[src/rtl/sram_master_if.sv]
// Host command/response channel and SRAM port of the sram_master block.
interface sram_master_if #(
  parameter int ADDR_WIDTH = 4,
  parameter int DATA_WIDTH = 8
);
  logic                  req_valid;
  logic                  req_ready;
  logic                  req_wr;
  logic [ADDR_WIDTH-1:0] req_addr;
  logic [DATA_WIDTH-1:0] req_wdata;
  logic                  rsp_valid;
  logic                  rsp_ready;
  logic [DATA_WIDTH-1:0] rsp_data;
  logic [ADDR_WIDTH-1:0] rsp_addr;
  logic                  init_done;
  logic                  wr_en;
  logic [ADDR_WIDTH-1:0] addr;
  logic [DATA_WIDTH-1:0] w_data;
  logic                  rd_enb;
  logic [DATA_WIDTH-1:0] r_data;

  modport master (
    input  req_valid, req_wr, req_addr, req_wdata, rsp_ready, r_data,
    output req_ready, rsp_valid, rsp_data, rsp_addr, init_done,
           wr_en, addr, w_data, rd_enb
  );

  modport slave (
    output req_valid, req_wr, req_addr, req_wdata, rsp_ready, r_data,
    input  req_ready, rsp_valid, rsp_data, rsp_addr, init_done,
           wr_en, addr, w_data, rd_enb
  );
endinterface

[src/rtl/sram_master.sv]
// Single-port SRAM controller: clears the array after reset, then serves
// one host read or write command at a time with registered SRAM strobes.
module sram_master #(
  parameter int ADDR_WIDTH = 4,
  parameter int DEPTH      = 16,
  parameter int DATA_WIDTH = 8
) (
  input  logic          clk,
  input  logic          rst,
  sram_master_if.master bus
);

  typedef enum logic [2:0] {INIT, IDLE, WR, RD, RWAIT, RESP} state_t;

  localparam logic [ADDR_WIDTH-1:0] LAST_ADDR = ADDR_WIDTH'(DEPTH - 1);

  state_t                state, state_nxt;
  logic [ADDR_WIDTH-1:0] init_cnt, init_cnt_nxt;
  logic [ADDR_WIDTH-1:0] addr_q, addr_nxt;
  logic [DATA_WIDTH-1:0] w_data_q, w_data_nxt;
  logic                  wr_en_q, wr_en_nxt;
  logic                  rd_enb_q, rd_enb_nxt;
  logic [DATA_WIDTH-1:0] rsp_data_q, rsp_data_nxt;
  logic [ADDR_WIDTH-1:0] rsp_addr_q, rsp_addr_nxt;
  logic                  init_done_q, init_done_nxt;
  logic                  accept;
  logic                  init_last;

  assign bus.req_ready = (state == IDLE) && !rst;
  assign accept        = bus.req_ready && bus.req_valid;
  // The clear ends once the final word's strobe is actually on the bus.
  assign init_last     = wr_en_q && (addr_q == LAST_ADDR);

  always_ff @(posedge clk) begin
    if (rst) begin
      state       <= INIT;
      init_cnt    <= '0;
      addr_q      <= '0;
      w_data_q    <= '0;
      wr_en_q     <= 1'b0;
      rd_enb_q    <= 1'b0;
      rsp_data_q  <= '0;
      rsp_addr_q  <= '0;
      init_done_q <= 1'b0;
    end else begin
      state       <= state_nxt;
      init_cnt    <= init_cnt_nxt;
      addr_q      <= addr_nxt;
      w_data_q    <= w_data_nxt;
      wr_en_q     <= wr_en_nxt;
      rd_enb_q    <= rd_enb_nxt;
      rsp_data_q  <= rsp_data_nxt;
      rsp_addr_q  <= rsp_addr_nxt;
      init_done_q <= init_done_nxt;
    end
  end

  always_comb begin
    state_nxt = state;
    case (state)
      INIT:    if (init_last) state_nxt = IDLE;
      IDLE:    if (accept) state_nxt = bus.req_wr ? WR : RD;
      WR:      state_nxt = IDLE;
      RD:      state_nxt = RWAIT;
      RWAIT:   state_nxt = RESP;
      RESP:    if (bus.rsp_ready) state_nxt = IDLE;
      default: state_nxt = INIT;
    endcase
  end

  // Strobe registers are loaded from the upcoming state so each strobe is
  // high exactly while the FSM sits in the matching state.
  always_comb begin
    init_cnt_nxt  = init_cnt;
    addr_nxt      = addr_q;
    w_data_nxt    = w_data_q;
    wr_en_nxt     = 1'b0;
    rd_enb_nxt    = 1'b0;
    rsp_data_nxt  = rsp_data_q;
    rsp_addr_nxt  = rsp_addr_q;
    init_done_nxt = init_done_q;
    case (state_nxt)
      INIT: begin
        wr_en_nxt  = 1'b1;
        addr_nxt   = init_cnt;
        w_data_nxt = '0;
        if (init_cnt != LAST_ADDR) init_cnt_nxt = init_cnt + ADDR_WIDTH'(1);
      end
      WR: begin
        wr_en_nxt  = 1'b1;
        addr_nxt   = bus.req_addr;
        w_data_nxt = bus.req_wdata;
      end
      RD: begin
        rd_enb_nxt = 1'b1;
        addr_nxt   = bus.req_addr;
      end
      IDLE: begin
        if (state == INIT) init_done_nxt = 1'b1;
      end
      RESP: begin
        // addr still holds the read address while both strobes are low.
        if (state == RWAIT) begin
          rsp_data_nxt = bus.r_data;
          rsp_addr_nxt = addr_q;
        end
      end
      default: ;
    endcase
  end

  assign bus.rsp_valid = (state == RESP);
  assign bus.rsp_data  = rsp_data_q;
  assign bus.rsp_addr  = rsp_addr_q;
  assign bus.init_done = init_done_q;
  assign bus.wr_en     = wr_en_q;
  assign bus.rd_enb    = rd_enb_q;
  assign bus.addr      = addr_q;
  assign bus.w_data    = w_data_q;

endmodule

[src/flat_wrapper.sv]
// flat-port wrapper written by rule: the top's interface ports become plain ports
module sram_master_flat 
#(
  parameter int ADDR_WIDTH = 4,
  parameter int DEPTH      = 16,
  parameter int DATA_WIDTH = 8
)
  (clk, rst, bus_req_valid, bus_req_wr, bus_req_addr, bus_req_wdata, bus_rsp_ready, bus_r_data, bus_req_ready, bus_rsp_valid, bus_rsp_data, bus_rsp_addr, bus_init_done, bus_wr_en, bus_addr, bus_w_data, bus_rd_enb);
  sram_master_if #(.ADDR_WIDTH(ADDR_WIDTH), .DATA_WIDTH(DATA_WIDTH)) bus_i ();
  input  logic clk;
  input  logic rst;
  input wire logic [$bits(bus_i.req_valid)-1:0] bus_req_valid;
  input wire logic [$bits(bus_i.req_wr)-1:0] bus_req_wr;
  input wire logic [$bits(bus_i.req_addr)-1:0] bus_req_addr;
  input wire logic [$bits(bus_i.req_wdata)-1:0] bus_req_wdata;
  input wire logic [$bits(bus_i.rsp_ready)-1:0] bus_rsp_ready;
  input wire logic [$bits(bus_i.r_data)-1:0] bus_r_data;
  output wire logic [$bits(bus_i.req_ready)-1:0] bus_req_ready;
  output wire logic [$bits(bus_i.rsp_valid)-1:0] bus_rsp_valid;
  output wire logic [$bits(bus_i.rsp_data)-1:0] bus_rsp_data;
  output wire logic [$bits(bus_i.rsp_addr)-1:0] bus_rsp_addr;
  output wire logic [$bits(bus_i.init_done)-1:0] bus_init_done;
  output wire logic [$bits(bus_i.wr_en)-1:0] bus_wr_en;
  output wire logic [$bits(bus_i.addr)-1:0] bus_addr;
  output wire logic [$bits(bus_i.w_data)-1:0] bus_w_data;
  output wire logic [$bits(bus_i.rd_enb)-1:0] bus_rd_enb;
  assign bus_i.req_valid = bus_req_valid;
  assign bus_i.req_wr = bus_req_wr;
  assign bus_i.req_addr = bus_req_addr;
  assign bus_i.req_wdata = bus_req_wdata;
  assign bus_i.rsp_ready = bus_rsp_ready;
  assign bus_i.r_data = bus_r_data;
  assign bus_req_ready = bus_i.req_ready;
  assign bus_rsp_valid = bus_i.rsp_valid;
  assign bus_rsp_data = bus_i.rsp_data;
  assign bus_rsp_addr = bus_i.rsp_addr;
  assign bus_init_done = bus_i.init_done;
  assign bus_wr_en = bus_i.wr_en;
  assign bus_addr = bus_i.addr;
  assign bus_w_data = bus_i.w_data;
  assign bus_rd_enb = bus_i.rd_enb;
  sram_master #(.ADDR_WIDTH(ADDR_WIDTH), .DEPTH(DEPTH), .DATA_WIDTH(DATA_WIDTH)) u_core (.clk(clk), .rst(rst), .bus(bus_i));
endmodule
[config.mk]
export PLATFORM = sky130hd
export DESIGN_NAME = sram_master_flat
export DESIGN_NICKNAME = d
export VERILOG_FILES = /design/src/rtl/sram_master_if.sv /design/src/rtl/sram_master.sv /design/src/flat_wrapper.sv
export SDC_FILE = /design/constraint.sdc
export NUM_CORES = 1
export LEC_CHECK = 0
export ABC_AREA = 1
export CAP_MARGIN = 30
export CORE_MARGIN = 5
export CORE_UTILIZATION = 42
export DETAILED_ROUTE_END_ITERATION = 8
export PLACE_DENSITY_LB_ADDON = 0.12
export SYNTH_ARGS = -nofsm -noshare
export SYNTH_HDL_FRONTEND = slang
export SYNTH_SLANG_ARGS = --single-unit
[constraint.sdc]
create_clock -name clk -period 1.4 [get_ports clk]
set_input_delay 0.28 -clock clk [delete_from_list [all_inputs] [get_ports clk]]
set_output_delay 0.28 -clock clk [all_outputs]
set_load 0.05 [all_outputs]
# Yosys cells after proc, flatten, opt, wreduce, memory -nomap -nowiden
# Index checks and enable logic that the tools add are counted.
dict set report classes {
  n_addsub 1
  eq_ne 11
  n_mux 9
  reduce_logical 13
}
# operator n
set op_table {}
lappend op_table {{case mux 3 bit (6 select lines)} 1}
lappend op_table {{case mux 8 bit (2 select lines)} 1}
lappend op_table {{== test 3 x 2 -> 1 bit (second input constant)} 4}
lappend op_table {{== test 3 bit (second input constant)} 3}
lappend op_table {{2-to-1 mux 3 bit} 3}
lappend op_table {{case mux 4 bit (2 select lines)} 1}
lappend op_table {{== test 3 x 1 -> 1 bit (second input constant)} 2}
lappend op_table {{logical NOT 3 bit} 2}
lappend op_table {{AND reduction 2 bit} 3}
lappend op_table {{adder 4 x 1 -> 4 bit (second input constant)} 1}
lappend op_table {{== test 4 bit (second input constant)} 1}
lappend op_table {{!= test 4 bit (second input constant)} 1}
lappend op_table {{nonzero test 2 bit} 2}
lappend op_table {{OR reduction 2 bit} 2}
lappend op_table {{logical AND 1 bit} 3}
lappend op_table {{2-to-1 mux 1 bit} 3}
lappend op_table {{logical NOT 1 bit} 1}
dict set report word_totals {
  register_bits 34
  input_bits 25
  out_inout_bits 29
  word_cells 43
}

# Longest topological paths before layout
dict set report logic_depth {
  word_depth 8
  ltp_mapped 10
  ltp_nobuf 10
}

# Worst setup path after synthesis
# OpenSTA, ideal clock, no wires.
dict set report synth_timing {
  path_type {input port to output port}
  startpoint {in rst}
  endpoint {out bus_req_ready}
  t_arrival_ns 1.936
  required_time_ns 1.120
  setup_slack_ns -0.816
  stages 2
  n_path_buf 1
  path_cell_list {buf_2 > nor4_1}
}
dict set report synth_via {
  elab_chain_cells 2
}
# item line
set synth_rtl {}
lappend synth_rtl {{start: declaration} flat_wrapper.sv:11} ;# input logic rst;
lappend synth_rtl {{logical NOT 1 bit} sram_master.sv:29} ;# assign bus.req_ready = (state == IDLE) && !rst;
lappend synth_rtl {{logical AND 1 bit} sram_master.sv:29}
lappend synth_rtl {{end: declaration} flat_wrapper.sv:18} ;# output wire logic [$bits(bus_i.req_ready)-1:0] bus_req_ready;
# No other way between the ends.

# Worst setup path in the final report
dict set report layout_timing {
  startpoint {reg u_core.state[1]}
  endpoint {out bus_req_ready}
}
dict set report layout_via {
  elab_chain_cells 2
}
# item line
set layout_rtl {}
lappend layout_rtl {{start: declaration} sram_master.sv:17} ;# state_t state, state_nxt;
lappend layout_rtl {{start signal: assignment} sram_master.sv:46} ;# state <= state_nxt;
lappend layout_rtl {{== test 3 x 1 -> 1 bit} sram_master.sv:29}
lappend layout_rtl {{logical AND 1 bit} sram_master.sv:29}
# No other way between the ends.

==> flow_summary.json <==
{
  "slew_headroom_pct": 69.9,
  "cts_tree": "done",
  "hold_class": "reg -> reg",
  "synth.most_common_cell": "nand2_1",
  "crit_required_ps": 1120,
  "max_freq_mhz": 642,
  "num_vias": 1523,
  "die_y_um": 67.3,
  "netlist_instances": 189,
  "n_fill_cell": 199,
  "drv_slew": 0,
  "n_antenna_cell": 0,
  "worstPathCellList": "buf_6 > nor4_4 > buf_12",
  "seq_area_frac_synth_pct": 49.4,
  "crit_arrival_ps": 1280,
  "start_util_pct": 44.4,
  "drtIter0Drc": 126,
  "dp_slack_ps": -237,
  "slowest_delay_ps": 360,
  "min_period_ps": 1560,
  "grt_util_met1_pct": 21.3,
  "slowest_stage": "dfxtp_2",
  "grt_usage_pct": 20.5,
  "h-tree-depth": 2,
  "hpwlAfterDp_mm": 3.02,
  "yosys-top-cells-area": "dfxtp_1 (49%), nand2_1 (12%), nor2_1 (10%)",
  "violations": "setup timing",
  "power_density_nw_per_um2": 678,
  "synthesis.nets": 215,
  "grt_pass1_wl_mm": 6.89,
  "coreArea_sq_um": 3100,
  "tightestPinTransition_ps": 451,
  "power_leakage_nw": 1.07,
  "finalSetupViolCount": 9,
  "synth_cell_types": 22,
  "cts_buffer_depth": 2,
  "critPathMaxFanout": 3,
  "ys_top_cells_by_count": "nand2_1 (45), nor2_1 (37), dfxtp_1 (34)",
  "cp.buffers_inverters": 2,
  "grt_pass1_vias": 1541,
  "met2_usage_pct": 36.2,
  "grt_busiest_layer": "met2",
  "netlist.area_leader.share_pct": 49.4,
  "ys_warn_count": 0,
  "placed_area_sq_um": 2330,
  "syn_to_final_growth_pct": 89.1,
  "synthFlopType": "dfxtp_1",
  "async_flop_share_pct": 0,
  "ctsHoldBuffers": 0,
  "synth_area_leader_cell": "dfxtp_1",
  "vias_per_cell": 4.88,
  "cp-start-kind": "flop",
  "clock_latency_ps": 340,
  "gp_congestion": 0.841,
  "antenna_found_initial": 0,
  "dieWidth_um": 67.3,
  "routed_wl_mm": 4.60,
  "clock-root-buffer": "clkbuf_4",
  "status": "finished with violations",
  "syn_area_per_cell_sq_um": 7.30,
  "cts-buffers-inserted": 5,
  "setup_slack_ps": -157,
  "maxCapViolCount": 0,
  "syn-cell-area_sq_um": 1380,
  "grt_start_max_net_pins": 17,
  "power_mw": 1.77,
  "irDropWorstVdd_mv": 0.645,
  "drcViolationCount": 0,
  "synth_edf_count": 0,
  "first_pass_iters": 4,
  "io_buffers": 53,
  "setup_tns_ps": -430,
  "finClkSkew_ps": 15.3,
  "design_area_sq_um": 2610,
  "cp-end-kind": "output port",
  "crit_type": "reg -> out",
  "cp_top_family": "flip-flops",
  "multi_input_comb_area_sq_um": 736,
  "rows": 20,
  "clk_pin_slew_worst_paths_ps": 110,
  "ant_nets": 0,
  "grt.overflow.total": 0,
  "hold_viol": 0,
  "io_pins": 54,
  "hold_ws_ps": 503,
  "nets": 293,
  "clkSinkCount": 34,
  "drive_gt1_share_pct": 35.1,
  "ff_latch_area_sq_um": 691,
  "rsz0062_at_grt": "true",
  "synth-seq-cells": 34,
  "grt_use_met3_pct": 5.99,
  "wl_per_cell_um": 14.8,
  "min_period_over_period_pct": 111,
  "die-area_sq_um": 4530
}
worst min-delay path, delay by kind of cell (launching register included):
kind            cells  cell delay [ps]
compound gates      1               50
flops               1              350
simple gates        1               70
repair_timing:
item / 4_1_cts / 5_1_grt
setup endpoints to repair: 14 / 23
cloned: 0 / 1
buffers inserted: 2 / 9
pin swaps: 4 / 10
resized for setup: 14 / 22
cell families (layout without fill, tap and decap cells):
logic type      Yosys count  count (layout)  synth area share, %
simple gates             99              99                 30.9
flops                    34              34                 49.4
compound gates           32              32                 11.7
buf+inv                  21             100                 5.90
xor+xnor                  2               2                 1.27
fa+ha+maj                 1               1                0.907
flip-flops by register name, indices dropped and copies added (netlist names):
register and cells:
u_core.bus.addr 4, u_core.bus.init_done 1, u_core.bus.rd_enb 1, u_core.bus.rsp_addr 4
u_core.bus.rsp_data 8, u_core.bus.w_data 8, u_core.bus.wr_en 1, u_core.init_cnt 4
u_core.state 3
layout by cell type, fill, tap and decap left out, types with 2 or more instances in the layout:
| cell | count |
|---|---|
| nand2_1 | 40 |
| nor2_1 | 34 |
| buf_12 | 29 |
| dfxtp_1 | 28 |
| clkdlybuf4s50_1 | 23 |
| buf_4 | 18 |
| o21ai_0 | 15 |
| inv_1 | 13 |
| a21oi_1 | 10 |
| a21oi_2 | 6 |
| nand2_2 | 5 |
| nor2_4 | 5 |
| clkbuf_4 | 5 |
| dfxtp_2 | 5 |
| nand3_2 | 3 |
| nand4_1 | 3 |
| buf_6 | 3 |
| inv_4 | 2 |
| nand2_4 | 2 |
| nand3_1 | 2 |
| xor2_1 | 2 |
final cells by class:
type	instances	share of cell area (%)
Clock inverter	1	0.192
Multi-Input combinational cell	134	28.2
Sequential cell	34	26.5
Timing Repair inverter	1	0.192
Clock buffer	7	2.11
Timing Repair Buffer	74	37.9
Inverter	17	2.78
Tap cell	44	2.11
routing by layer:
metal  part of all wire (%)  up-vias
met5                      0        -
met4                    3.9        0
met3                    7.6       19
met2                     51       64
met1                     37      687
li1                       -      753
final timing paths:
kind                           to                 start  cells past startpoint  slack (ps)
max                 bus_req_ready       u_core.state[1]                      3        -160
min          u_core.bus.w_data[0]  u_core.bus.w_data[0]                      2         500
max reg2reg    u_core.init_cnt[1]       u_core.state[0]                      9         -60
min reg2reg  u_core.bus.w_data[0]  u_core.bus.w_data[0]                      2         500
stage by stage:
stage               utilization [%]  cells
floorplan                         -    189
global placement               75.2    292
detailed placement             75.2    292
CTS                            79.1    302
global route                   84.0    312
finish                         84.0    312
report_power, final:
part | switching, mW | internal (mW) | total [mW]
clock | 0.327 | 0.243 | 0.570
combinational | 0.0900 | 0.112 | 0.202
sequential | 0.0166 | 0.980 | 0.997
total | 0.433 | 1.34 | 1.77
No activity file was read; power rests on OpenSTA's default activity.
